[src/rtl/if_pkg.sv]
// Shared types and constants for the instruction fetch unit.
package if_pkg;

  localparam int ADDR_W  = 32;
  localparam int INSTR_W = 32;

  localparam logic [5:0] OP_BEQ = 6'b000100;
  localparam logic [5:0] OP_BNE = 6'b000101;

  typedef enum logic [1:0] {
    IDLE,
    FETCH,
    HALT
  } fetch_state_t;

  typedef struct packed {
    logic [ADDR_W-1:0]  pc;
    logic [INSTR_W-1:0] instr;
    logic               pred_taken;
  } if_entry_t;

endpackage

[src/rtl/if_fifo.sv]
// Fetch buffer: DEPTH-entry synchronous FIFO with flush; accepts push+pop while full.
module if_fifo
  import if_pkg::*;
#(
  parameter int DEPTH = 2
) (
  input  logic      clk_i,
  input  logic      rst_i,
  input  logic      push_i,
  input  logic      pop_i,
  input  logic      flush_i,
  input  if_entry_t wdata_i,
  output if_entry_t rdata_o,
  output logic      full_o,
  output logic      empty_o
);

  localparam int PW = $clog2(DEPTH);

  if_entry_t       mem_q [DEPTH];
  logic [PW:0]     wptr_q, wptr_d;
  logic [PW:0]     rptr_q, rptr_d;
  logic            push_en, pop_en;

  assign empty_o = (wptr_q == rptr_q);
  assign full_o  = (wptr_q[PW] != rptr_q[PW]) && (wptr_q[PW-1:0] == rptr_q[PW-1:0]);

  // Pointer wrap bit distinguishes full from empty; a pop frees the slot the push reuses.
  assign pop_en  = pop_i && !empty_o && !flush_i;
  assign push_en = push_i && !flush_i && (!full_o || pop_en);

  always_comb begin
    wptr_d = wptr_q;
    rptr_d = rptr_q;
    if (flush_i) begin
      wptr_d = '0;
      rptr_d = '0;
    end else begin
      if (push_en) wptr_d = wptr_q + 1'b1;
      if (pop_en)  rptr_d = rptr_q + 1'b1;
    end
  end

  always_ff @(posedge clk_i or posedge rst_i) begin
    if (rst_i) begin
      wptr_q <= '0;
      rptr_q <= '0;
    end else begin
      wptr_q <= wptr_d;
      rptr_q <= rptr_d;
    end
  end

  always_ff @(posedge clk_i) begin
    if (push_en) mem_q[wptr_q[PW-1:0]] <= wdata_i;
  end

  assign rdata_o = mem_q[rptr_q[PW-1:0]];

endmodule

[src/rtl/instr_fetch_unit.sv]
// Instruction fetch: PC ownership, imem access, fetch buffer, redirects and fault flag.
// Optional backward-taken branch prediction enabled by defining IF_BTFN_PREDICT_EN.
module instr_fetch_unit
  import if_pkg::*;
#(
  parameter logic [31:0] RESET_PC   = 32'h0000_0000,
  parameter int          MEM_BYTES  = 64,
  parameter int          FIFO_DEPTH = 2
) (
  input  logic        clk,
  input  logic        reset,
  output logic [31:0] imem_addr,
  input  logic [31:0] imem_data,
  output logic        instr_valid,
  output logic [31:0] instr,
  output logic [31:0] instr_pc,
  input  logic        instr_ready,
  input  logic        redirect_valid,
  input  logic [31:0] redirect_target,
  output logic        fetch_fault,
  output logic        pred_taken
);

  localparam logic [ADDR_W-1:0] MEM_LIMIT = ADDR_W'(MEM_BYTES);

  fetch_state_t      state_q, state_d;
  logic [ADDR_W-1:0] pc_q, pc_d;
  logic              fault_q, fault_d;
  logic              push, pop, flush, full, empty;
  logic              pc_bad, tgt_bad;
  logic [ADDR_W-1:0] seq_next;
  logic              pred;
  if_entry_t         entry_in, head;

  assign pc_bad  = (pc_q[1:0] != 2'b00) || (pc_q >= MEM_LIMIT);
  assign tgt_bad = (redirect_target[1:0] != 2'b00) || (redirect_target >= MEM_LIMIT);

`ifdef IF_BTFN_PREDICT_EN
  logic [5:0]  opcode;
  logic [15:0] imm;
  assign opcode   = imem_data[31:26];
  assign imm      = imem_data[15:0];
  // Backward conditional branches are predicted taken, everything else falls through.
  assign pred     = ((opcode == OP_BEQ) || (opcode == OP_BNE)) && imm[15];
  assign seq_next = pred ? (pc_q + 32'd4 + {{14{imm[15]}}, imm, 2'b00}) : (pc_q + 32'd4);
`else
  assign pred     = 1'b0;
  assign seq_next = pc_q + 32'd4;
`endif

  assign pop      = instr_valid && instr_ready;
  assign entry_in = '{pc: pc_q, instr: imem_data, pred_taken: pred};

  always_comb begin
    state_d = state_q;
    pc_d    = pc_q;
    fault_d = fault_q;
    push    = 1'b0;
    flush   = 1'b0;
    if (redirect_valid) begin
      flush = 1'b1;
      pc_d  = redirect_target;
      if (state_q == HALT) begin
        if (!tgt_bad) begin
          state_d = FETCH;
          fault_d = 1'b0;
        end
      end else begin
        state_d = FETCH;
      end
    end else begin
      case (state_q)
        IDLE:  state_d = FETCH;
        FETCH: begin
          if (pc_bad) begin
            state_d = HALT;
            fault_d = 1'b1;
          end else if (!full || pop) begin
            push = 1'b1;
            pc_d = seq_next;
          end
        end
        HALT:    state_d = HALT;
        default: state_d = IDLE;
      endcase
    end
  end

  always_ff @(posedge clk or posedge reset) begin
    if (reset) begin
      state_q <= IDLE;
      pc_q    <= RESET_PC;
      fault_q <= 1'b0;
    end else begin
      state_q <= state_d;
      pc_q    <= pc_d;
      fault_q <= fault_d;
    end
  end

  if_fifo #(.DEPTH(FIFO_DEPTH)) u_fifo (
    .clk_i   (clk),
    .rst_i   (reset),
    .push_i  (push),
    .pop_i   (pop),
    .flush_i (flush),
    .wdata_i (entry_in),
    .rdata_o (head),
    .full_o  (full),
    .empty_o (empty)
  );

  assign imem_addr   = pc_q;
  assign instr_valid = !empty;
  assign instr       = head.instr;
  assign instr_pc    = head.pc;
  assign fetch_fault = fault_q;

`ifdef IF_BTFN_PREDICT_EN
  assign pred_taken = !empty && head.pred_taken;
`else
  logic unused_pred;
  assign unused_pred = head.pred_taken;
  assign pred_taken  = 1'b0;
`endif

endmodule

[config.mk]
export PLATFORM = sky130hd
export DESIGN_NAME = instr_fetch_unit
export DESIGN_NICKNAME = d
export VERILOG_FILES = /design/src/rtl/if_pkg.sv /design/src/rtl/if_fifo.sv /design/src/rtl/instr_fetch_unit.sv
export SDC_FILE = /design/constraint.sdc
export NUM_CORES = 1
export LEC_CHECK = 0
export BUFFER_PORTS_ARGS = -buffer_cell sky130_fd_sc_hd__buf_2
export CORE_UTILIZATION = 53
export DETAILED_ROUTE_END_ITERATION = 8
export GPL_TIMING_DRIVEN = 0
export PLACE_DENSITY = 0.8
export SKIP_CTS_REPAIR_TIMING = 1
export SYNTH_ARGS = -nofsm -noshare
export SYNTH_HDL_FRONTEND = slang
export SYNTH_SLANG_ARGS = --single-unit
[constraint.sdc]
create_clock -name clk -period 7.1 [get_ports clk]
set_input_delay 0.355 -clock clk [delete_from_list [all_inputs] [get_ports clk]]
set_output_delay 0.355 -clock clk [all_outputs]
set_load 0.01 [all_outputs]
==> metrics.yaml <==
global_route:
  grt_pass1_wl_um: 21300
  grt_pass1_vias: 4108
  grt_overflow_total: 0
  antenna_found_initial: 0
  grtUsageTotal_pct: 22.2
  grt_max_degree: 40
sta:
  fin_crit_ns: 3.11
  relSlewSlack_pct: 42.7
  drv_slew: 0
  worstMarginPinSlew_ns: 0.858
  finClkSkew_ns: 0.00870
  finalSetupViolations: 0
  fmax_mhz: 322
  hold_viol_final: 0
  post-route-period-util_pct: 43.8
  rsz0062_at_grt: "false"
synth:
  syn_nets: 444
  synth_edf_count: 128
  synth.distinct_cells: 39
  syn-cell-area_mm2: 0.00667
  synthDominantCellAreaShare_pct: 57.6
  syn_avg_cell_area_um2: 18.0
  synthMuxAreaShare_pct: 15.7
  synth-seq-area-share_pct: 72.3
  synthArstFlopShare_pct: 23.4
  synth_xor_area_share_pct: 0.657
  synth_top_family_by_area: "multiplexers"
  synth_simple_gate_area_share_pct: 6.38
  synth-seq-cells: 167
  synth_compound_area_share_pct: 2.38
  synth_ff_type: "edfxtp_1"
  ys_top_cells_by_area: "edfxtp_1, mux2_2, dfrtp_1"
  synth_cells: 371
  yosysTopAreaCell: "edfxtp_1"
  synth_warnings: 0
  synthAdderAreaFrac_pct: 0.938
clocking:
  htreeDepth: 4
  cts_inserted_buffers: 17
  clkLatencyLatePin_ns: 0.42
  clk_pin_slew_ns: 0.06
  clockRootBuffer: "clkbuf_16"
  cts_sinks: 167
  cts_tree: "built"
  cts_buffer_depth: 2
worst_hold_path:
  hp-class: "primary input to asynchronous set/reset pin"
cells_and_area:
  seq_area_mm2: 0.00482
  multi_input_area_mm2: 0.00175
  final_cell_mix: "buf_2, edfxtp_1, mux2_2"
  antenna_cells: 0
  nNetsFinal: 640
  layoutNonFillerInstCount: 747
  fill_cells: 834
  syn_to_final_growth_pct: 26.3
  drive_above_1_share_pct: 54.4
  final_common_cell: "buf_2"
drt:
  drt_first_pass_iters: 4
  ant_nets: 0
  drc: 0
  drt_iter0_markers: 298
  vias_per_cell: 5.41
  num_vias: 4043
  post_drt_wl_per_cell_um: 18.8
  wirelength_um: 14100
die:
  placeableCoreArea_mm2: 0.0122
  rows: 40
  chipWidth_um: 114
  die_h_um: 114
  io_pins: 167
  start_util_pct: 54.8
  design.die.area_mm2: 0.0130
setup_path:
  cp.required_ns: 7.23
  critPathKind: "flip-flop to flip-flop"
  r2r_cells: 9
  critical_path_arrival_ns: 3.24
  path_max_fanout: 12
  cp-start-kind: "flip-flop"
  end_kind: "flip-flop"
run:
  drv_cap: 0
placed_design:
  dp_cells: 716
  gp_congestion: 0.929
  hpwl_um: 10100
  numPortBuffers: 164
power_and_ir_drop:
  p_total_mw: 2.14
  max-vdd-ir-drop_mv: 0.168
  power_density_mw_per_mm2: 254
  p_leak_nw: 3.24
status:
  status: "finished clean"
## Yosys cell counts (2+ instances only)
cell type  instances
o211ai_1           2
xor2_1             4
nand4_4            2
nor2b_1            2
ha_1               5
edfxtp_1         128
nand2_1            2
dfrtp_1           39
nor4_4             7
mux2_2            92
nand3_1            6
inv_1              9
nor2_1             7
a21oi_1            2
o31ai_1            6
nand4_1            7
nor4_1             7
a31oi_1            2
clkbuf_1           6
buf_2              6
nor3_1             5
o21ai_0            5
buf_1              4
## through the flow
stage	setup WS (ns)	setup TNS (ns)	instance area, um^2	hold WS (ns)	utilization (%)
6_report	3.99	0	8420	0.118	69.2
4_1_cts	3.95	0	8420	0.108	69.2
3_5_place_dp	4.00	0	7850	0.547	64.6
3_3_place_gp	-1.82	-229.84	7700	0.542	63.3
5_1_grt	3.79	0	8420	0.108	69.2
2_1_floorplan	0.872	0	6670	0.454	-
## cells by family (layout without fill, tap and decap cells)
| family | Yosys count | count (layout) |
|---|---|---|
| buffers and inverters | 26 | 234 |
| muxes | 93 | 93 |
| adders and majority gates | 5 | 5 |
| AOI/OAI and AO/OA | 23 | 23 |
| xor gates and xnor gates | 5 | 5 |
| and+or+nand+nor | 51 | 51 |
| other | 1 | 1 |
| DFF | 167 | 167 |
## power breakdown
group / switching, mW / internal (mW) / leakage [nW] / total [mW]
Sequential: 0.0423 / 1.08 / 1.61 / 1.13
Clock: 0.346 / 0.546 / 0.276 / 0.892
Combinational: 0.0656 / 0.0587 / 1.36 / 0.124
## state kept, by name (all words and copies together), names as in the netlist
| signal | flops |
|---|---|
| u_fifo.mem_q | 128 |
| imem_addr | 32 |
| state_q | 2 |
| u_fifo.rptr_q | 2 |
| u_fifo.wptr_q | 2 |
| fetch_fault | 1 |
## final cells by class
cell class | count | share of cell area, %
Multi-Input combinational cell | 178 | 20.8
Clock buffer | 20 | 5.18
Sequential cell | 167 | 57.2
Timing Repair Buffer | 177 | 11.4
Clock inverter | 11 | 1.57
Buffer | 17 | 0.891
Inverter | 9 | 0.401
Tap cell | 168 | 2.50
## metal layers
metal	part of all wire, %	vias to the layer above	track usage (%)	wire length (um)
met1	40	2000	27.2	5590
met3	7.6	27	5.88	1060
li1	-	1841	-	-
met5	0	-	0	0
met2	51	175	37.3	7110
met4	2.2	0	9.70	308
## worst max-delay path, stage by stage, from the launching register on
cell and delay, ns:
dfrtp_1 0.45, nor4_4 0.42, and4_2 0.29, buf_2 0.22, nand3_1 0.16, nor3_2 0.53, buf_6 0.24, buf_6 0.19
buf_6 0.15, buf_6 0.15
## worst paths after layout
path / start / endpoint / slack [ns]
worst max-delay path: imem_addr[16]$_DFFE_PP0P_ / u_fifo.mem_q[0][3]$_DFFE_PP_ / 3.99
worst min-delay path: reset / u_fifo.rptr_q[1]$_DFFE_PP0P_ / 0.12
worst max register to register: imem_addr[16]$_DFFE_PP0P_ / u_fifo.mem_q[0][3]$_DFFE_PP_ / 3.99
worst min register to register: imem_addr[24]$_DFFE_PP0P_ / u_fifo.mem_q[1][56]$_DFFE_PP_ / 0.58
max in group asynchronous: reset / imem_addr[7]$_DFFE_PP0P_ / 6.44
min in group clk: imem_data[6] / u_fifo.mem_q[0][6]$_DFFE_PP_ / 0.12
(Power assumes the default switching activity.)
